==> src/rtl/multicycle_ctrl.sv <==
// multicycle_ctrl: control unit for a multicycle RISC-V datapath.
// A Moore FSM steps through fetch, decode, execute, memory and writeback.
// It drives datapath selects, write enables and the ALU operation code.
// The only output that depends on the ALU flags is pcwrite in the branch state.
//
// Optional feature: define BRANCH_EXT_EN to make bne, blt and bge taken.
// When it is undefined, only beq can be taken.
//
// Ports:
//   clk_i          system clock, rising edge
//   reset_ni       synchronous active-low reset
//   op_i           instruction[6:0]
//   funct3_i       instruction[14:12]
//   funct7b5_i     instruction[30]
//   zero_i         ALU result == 0
//   emaior_i       ALU sum non-negative and non-zero
//   pcwrite_o      PC enable
//   adrsrc_o       memory address select (0 PC, 1 ALUOut)
//   memwrite_o     data memory write enable
//   irwrite_o      instruction register enable
//   regwrite_o     register file write enable
//   resultsrc_o    00 ALUOut, 01 memory data, 10 ALU result
//   alusrca_o      00 PC, 01 OldPC, 10 rs1
//   alusrcb_o      00 rs2, 01 ImmExt, 10 constant 4
//   immsrc_o       00 I, 01 S, 10 B, 11 J
//   alucontrol_o   000 add, 001 sub, 010 and, 011 or, 100 sll, 101 slt, 110 srl, 111 xor
module multicycle_ctrl (
    input  logic       clk_i,
    input  logic       reset_ni,
    input  logic [6:0] op_i,
    input  logic [2:0] funct3_i,
    input  logic       funct7b5_i,
    input  logic       zero_i,
    input  logic       emaior_i,
    output logic       pcwrite_o,
    output logic       adrsrc_o,
    output logic       memwrite_o,
    output logic       irwrite_o,
    output logic       regwrite_o,
    output logic [1:0] resultsrc_o,
    output logic [1:0] alusrca_o,
    output logic [1:0] alusrcb_o,
    output logic [1:0] immsrc_o,
    output logic [2:0] alucontrol_o
);

    typedef enum logic [3:0] {
        StFetch, StDecode, StMemAdr, StMemRead, StMemWb, StMemWrite,
        StExecR, StExecI, StAluWb, StBranch, StJal
    } state_e;

    localparam logic [6:0] OpLoad   = 7'b0000011;
    localparam logic [6:0] OpStore  = 7'b0100011;
    localparam logic [6:0] OpRType  = 7'b0110011;
    localparam logic [6:0] OpIType  = 7'b0010011;
    localparam logic [6:0] OpBranch = 7'b1100011;
    localparam logic [6:0] OpJal    = 7'b1101111;

    state_e     state_q, state_d;
    logic [1:0] aluop;
    logic       branch_taken;

    always_ff @(posedge clk_i) begin
        if (!reset_ni) begin
            state_q <= StFetch;
        end else begin
            state_q <= state_d;
        end
    end

    always_comb begin
        state_d = StFetch;
        unique case (state_q)
            StFetch:  state_d = StDecode;
            StDecode: begin
                case (op_i)
                    OpLoad, OpStore: state_d = StMemAdr;
                    OpRType:         state_d = StExecR;
                    OpIType:         state_d = StExecI;
                    OpBranch:        state_d = StBranch;
                    OpJal:           state_d = StJal;
                    default:         state_d = StFetch;  // unknown op acts as a NOP
                endcase
            end
            StMemAdr:   state_d = (op_i == OpLoad) ? StMemRead : StMemWrite;
            StMemRead:  state_d = StMemWb;
            StExecR, StExecI, StJal: state_d = StAluWb;
            StMemWb, StMemWrite, StAluWb, StBranch: state_d = StFetch;
            default:    state_d = StFetch;
        endcase
    end

    // Flags come from rs1 - rs2; signed overflow is deliberately not corrected.
    always_comb begin
        branch_taken = 1'b0;
        case (funct3_i)
            3'b000:  branch_taken = zero_i;
`ifdef BRANCH_EXT_EN
            3'b001:  branch_taken = ~zero_i;
            3'b100:  branch_taken = ~zero_i & ~emaior_i;
            3'b101:  branch_taken = zero_i | emaior_i;
`endif
            default: branch_taken = 1'b0;
        endcase
    end

    always_comb begin
        pcwrite_o    = 1'b0;
        adrsrc_o     = 1'b0;
        memwrite_o   = 1'b0;
        irwrite_o    = 1'b0;
        regwrite_o   = 1'b0;
        resultsrc_o  = 2'b00;
        alusrca_o    = 2'b00;
        alusrcb_o    = 2'b00;
        aluop        = 2'b00;
        alucontrol_o = 3'b000;

        unique case (state_q)
            StFetch: begin
                irwrite_o   = 1'b1;
                pcwrite_o   = 1'b1;
                alusrcb_o   = 2'b10;
                resultsrc_o = 2'b10;
            end
            StDecode: begin
                alusrca_o = 2'b01;  // OldPC + imm: branch target lands in ALUOut
                alusrcb_o = 2'b01;
            end
            StMemAdr: begin
                alusrca_o = 2'b10;
                alusrcb_o = 2'b01;
            end
            StMemRead:  adrsrc_o = 1'b1;
            StMemWb: begin
                resultsrc_o = 2'b01;
                regwrite_o  = 1'b1;
            end
            StMemWrite: begin
                adrsrc_o   = 1'b1;
                memwrite_o = 1'b1;
            end
            StExecR: begin
                alusrca_o = 2'b10;
                aluop     = 2'b10;
            end
            StExecI: begin
                alusrca_o = 2'b10;
                alusrcb_o = 2'b01;
                aluop     = 2'b10;
            end
            StAluWb:    regwrite_o = 1'b1;
            StBranch: begin
                alusrca_o = 2'b10;
                aluop     = 2'b01;
                pcwrite_o = branch_taken;
            end
            StJal: begin
                alusrca_o = 2'b01;
                alusrcb_o = 2'b10;
                pcwrite_o = 1'b1;
            end
            default: ;
        endcase

        case (aluop)
            2'b01:   alucontrol_o = 3'b001;
            2'b10: begin
                case (funct3_i)
                    3'b000:  alucontrol_o = (op_i[5] & funct7b5_i) ? 3'b001 : 3'b000;
                    3'b001:  alucontrol_o = 3'b100;
                    3'b010:  alucontrol_o = 3'b101;
                    3'b100:  alucontrol_o = 3'b111;
                    3'b101:  alucontrol_o = 3'b110;
                    3'b110:  alucontrol_o = 3'b011;
                    3'b111:  alucontrol_o = 3'b010;
                    default: alucontrol_o = 3'b000;
                endcase
            end
            default: alucontrol_o = 3'b000;
        endcase

        // In reset, any in-flight instruction is abandoned: no writes, fetch-like selects.
        if (!reset_ni) begin
            pcwrite_o    = 1'b0;
            adrsrc_o     = 1'b0;
            memwrite_o   = 1'b0;
            irwrite_o    = 1'b0;
            regwrite_o   = 1'b0;
            resultsrc_o  = 2'b10;
            alusrca_o    = 2'b00;
            alusrcb_o    = 2'b10;
            alucontrol_o = 3'b000;
        end
    end

    always_comb begin
        case (op_i)
            OpStore:  immsrc_o = 2'b01;
            OpBranch: immsrc_o = 2'b10;
            OpJal:    immsrc_o = 2'b11;
            default:  immsrc_o = 2'b00;
        endcase
    end

endmodule

==> config.mk <==
export PLATFORM = sky130hd
export DESIGN_NAME = multicycle_ctrl
export DESIGN_NICKNAME = d
export VERILOG_FILES = /design/src/rtl/multicycle_ctrl.sv
export SDC_FILE = /design/constraint.sdc
export NUM_CORES = 1
export LEC_CHECK = 0
export CORE_UTILIZATION = 44
export DETAILED_ROUTE_END_ITERATION = 8
export DONT_BUFFER_PORTS = 1
export MAX_ROUTING_LAYER = met4
export SYNTH_ARGS = -nofsm -noshare
export SYNTH_HDL_FRONTEND = slang
export SYNTH_SLANG_ARGS = --single-unit
==> constraint.sdc <==
create_clock -name clk_i -period 1.9 [get_ports clk_i]
set_input_delay 0.19 -clock clk_i [delete_from_list [all_inputs] [get_ports clk_i]]
set_output_delay 0.19 -clock clk_i [all_outputs]
set_load 0.01 [all_outputs]
==> Implementation_results.wiki <==
{| class="wikitable"
! Metric !! Value
|-
| Global-route layer with the greatest usage || met2
|-
| Number of global-route vias before repair || 495
|-
| Element type at the critical path start || flip-flop
|-
| Number of buffer cells added on primary ports || 0
|-
| I/O pin count || 31
|-
| Met2 demand-to-capacity share in global routing || 33.8%
|-
| Routed wire length || 1.45 mm
|-
| Main synth FF type || sky130_fd_sc_hd__dfxtp_1
|-
| Worst Max-Slew Pin Slew || 609 ps
|-
| Worst vdd ir || 297 µV
|-
| Routed WL per cell || 13.9 µm
|-
| Fillers || 132
|-
| Most flops, register || state_q
|-
| CTS H-Tree Depth || 1
|-
| Height of the die || 39.2 µm
|-
| Clock skew after layout || 2.27 ps
|-
| Total congestion overflow after global routing || 0
|-
| Core Util, Final || 52.3%
|-
| Share of final-layout standard cells stronger than drive strength 1 || 18.0%
|-
| Pleak || 0.277 nW
|-
| Max Cap Viol || 0
|-
| Global routing usage summed across all routing layers || 19.1%
|-
| Part of the power in combinational logic || 24.0%
|-
| Commonest cells after routing, fill and taps aside || sky130_fd_sc_hd__nand2_1, sky130_fd_sc_hd__nor2_1, sky130_fd_sc_hd__inv_1, sky130_fd_sc_hd__a21oi_1, sky130_fd_sc_hd__buf_4
|-
| Final critical delay including setup and external delays || 1800 ps
|-
| Async set-or-reset flop fraction in the synthesized netlist || 0%
|-
| Beginning of the critical path || state_q[2]
|-
| Number of setup violations in the final report || 0
|-
| Switching part of the total power || 27.7%
|-
| Skew-Pair Late Insertion Delay || 230 ps
|-
| Number of clock sinks seen by CTS || 4
|-
| Grt met1 use || 20.5%
|-
| Maximum fanout along the worst path || 9
|-
| Warnings from Yosys || 0
|-
| Net count after synthesis || 102
|-
| Psw || 70.0 µW
|-
| Worst min-delay path startpoint || reset_ni
|-
| Post-route fraction of the period consumed by the critical path || 94.6%
|-
| Hold bufs inserted after CTS || 0
|-
| Worst Path Class, Setup || flip-flop to output pin
|-
| Sequential fraction of the synthesis area || 13.2%
|-
| Worst Hold Class || primary input to flip-flop
|-
| Ratio of total power to cell area || 376 mW/mm²
|-
| Clock tree root driver cell || sky130_fd_sc_hd__clkbuf_4
|-
| Launch instance of the worst register-to-register path || state_q[1]
|-
| Mapped Cells || 85
|-
| Number of antenna violations at the first check in global routing || 0
|-
| Total die area || 0.00153 mm²
|-
| Count of flip-flops with a built-in enable after synthesis || 0
|-
| Overall via count from detail_route || 635
|-
| Number of slew-limit violations in the final report || 0
|-
| Total clock buffers created by CTS || 3
|-
| Crit path required time || 1710 ps
|-
| Cell area after synthesis || 608 µm²
|-
| Antenna cell count || 0
|-
| Core region area || 0.00128 mm²
|-
| Final number of hold-violating endpoints || 0
|-
| DR pass1 iterations || 5
|-
| Data arrival, critical path || 1610 ps
|-
| Row cnt || 13
|-
| Maximum buffer depth of the clock tree || 2
|-
| Result of the run || complete, no violations
|-
| Flip-flop count of the largest register after layout || 4
|-
| Number of remaining DRC errors || 0
|-
| Die Wd || 39.2 µm
|-
| Area added between synthesis and finish || 10.5%
|-
| Largest net degree at the start of global routing || 14
|-
| Gpl congestion || 0.688
|-
| Mean post-synth cell area || 7.15 µm²
|-
| DRT antenna net count || 0
|-
| Max Clk Rate || 556 MHz
|-
| M3 GR Usage || 4.05%
|-
| Detailed router's first-iteration violation count || 27
|-
| Clock power share || 41.3%
|-
| Starting density of the core || 47.3%
|-
| Clock transition at the registers of the reported paths || 40 ps
|-
| Critical path capture point type || output pin
|-
| Final Net Count || 108
|-
| Pwr Total || 252 µW
|-
| Setup Fix Bufs, Post-CTS || 0
|-
| TritonCTS clock tree || yes
|-
| Critical path capture point || alucontrol_o[0]
|-
| Slew margin rel. || 58.8%
|-
| Number of distinct standard cells referenced by the synthesized netlist || 40
|-
| Sum of net half-perimeters after detailed placement || 1.05 mm
|-
| Worst reg2reg endpoint || state_q[2]
|-
| Cell Int Power || 182 µW
|-
| Logic depth of the worst register-to-register path || 4
|-
| Largest regs || state_q x4
|-
| Slack of the worst reg-to-reg path || 620 ps
|-
| First-pass GRT wire length || 1.96 mm
|-
| Vias per std cell || 6.11
|-
| #FFs+latches synth || 4
|-
| Part of the power in registers || 34.7%
|}
per-stage QoR:
stage	TNS, ps	setup slack, ps	cells	area, µm²	hold slack, ps
4_1_cts	0	9.21	104	662	108
3_5_place_dp	0	229	101	639	346
2_1_floorplan	0	287	85	608	358
5_1_grt	-0.282	-0.282	104	672	144
6_report	0	102	104	672	111
3_3_place_gp	0	242	101	639	346
power by group through the flow:
stage | Sequential, mW | Clock (mW) | Combinational [mW]
floorplan | 0.0895 | 0 | 0.0522
global placement | 0.0885 | 0 | 0.0574
detailed placement | 0.0886 | 0 | 0.0579
CTS | 0.0874 | 0.105 | 0.0589
global route | 0.0878 | 0.108 | 0.0661
finish | 0.0876 | 0.104 | 0.0605
logic make-up (layout without fill, tap and decap cells):
logic type | Yosys count | after routing | synth area share (%)
mux | 1 | 1 | 1.65
simple gates | 44 | 44 | 43.0
compound gates | 18 | 18 | 21.8
xor+xnor | 5 | 5 | 7.20
flops | 4 | 4 | 13.2
buf+inv | 11 | 15 | 9.05
fa+ha+maj | 2 | 2 | 4.11
Yosys cell counts (2+ instances only):
cell                       count  area (µm²)
sky130_fd_sc_hd__inv_1         6        22.5
sky130_fd_sc_hd__a31oi_1       2        12.5
sky130_fd_sc_hd__nand2_1       9        33.8
sky130_fd_sc_hd__ha_1          2        25.0
sky130_fd_sc_hd__nand2b_1      3        18.8
sky130_fd_sc_hd__nand3_1       2        10.0
sky130_fd_sc_hd__and3_1        2        12.5
sky130_fd_sc_hd__xor2_1        4        35.0
sky130_fd_sc_hd__nor3_1        3        15.0
sky130_fd_sc_hd__nor2_1        9        33.8
sky130_fd_sc_hd__nor4b_1       2        17.5
sky130_fd_sc_hd__nor3b_1       3        22.5
sky130_fd_sc_hd__dfxtp_1       4        80.1
sky130_fd_sc_hd__nor2b_1       2        12.5
sky130_fd_sc_hd__a21oi_1       6        30.0
sky130_fd_sc_hd__buf_2         2        10.0
per-layer routing:
layer | up-vias | part of all wire (%) | wire (µm)
met5 | - | 0 | 0
met4 | 0 | 2.0 | 29
met3 | 4 | 6.4 | 93
met2 | 22 | 47 | 683
met1 | 296 | 44 | 642
li1 | 313 | - | -
worst min-delay path by stage:
stage                 endpoint  cells past startpoint
floorplan           state_q[2]                      2
global placement    state_q[3]                      2
detailed placement  state_q[3]                      2
CTS                 state_q[3]                      2
global route        state_q[3]                      2
finish              state_q[3]                      2
worst max-delay path, cell delays in order (launching register included):
cell                      delay (ps)
sky130_fd_sc_hd__dfxtp_2         360
sky130_fd_sc_hd__nor3b_4         220
sky130_fd_sc_hd__nand2_1         130
sky130_fd_sc_hd__ha_1            320
sky130_fd_sc_hd__nor3b_1         190
sky130_fd_sc_hd__buf_4           150
cell type report:
cell class | instances | area (µm²) | share of cell area [%]
clock buffer | 3 | 22.5 | 3.35
inverter | 6 | 22.5 | 3.35
multi-input combinational | 70 | 482 | 71.7
sequential | 4 | 81.3 | 12.1
tap | 15 | 18.8 | 2.79
timing repair buffer | 6 | 45.0 | 6.70
repair_timing:
action / CTS / global route
endpoints found under the setup margin: 1 / 2
pin swaps: 1 / 0
resized for setup: 0 / 3
No activity file was read; power rests on OpenSTA's default activity.
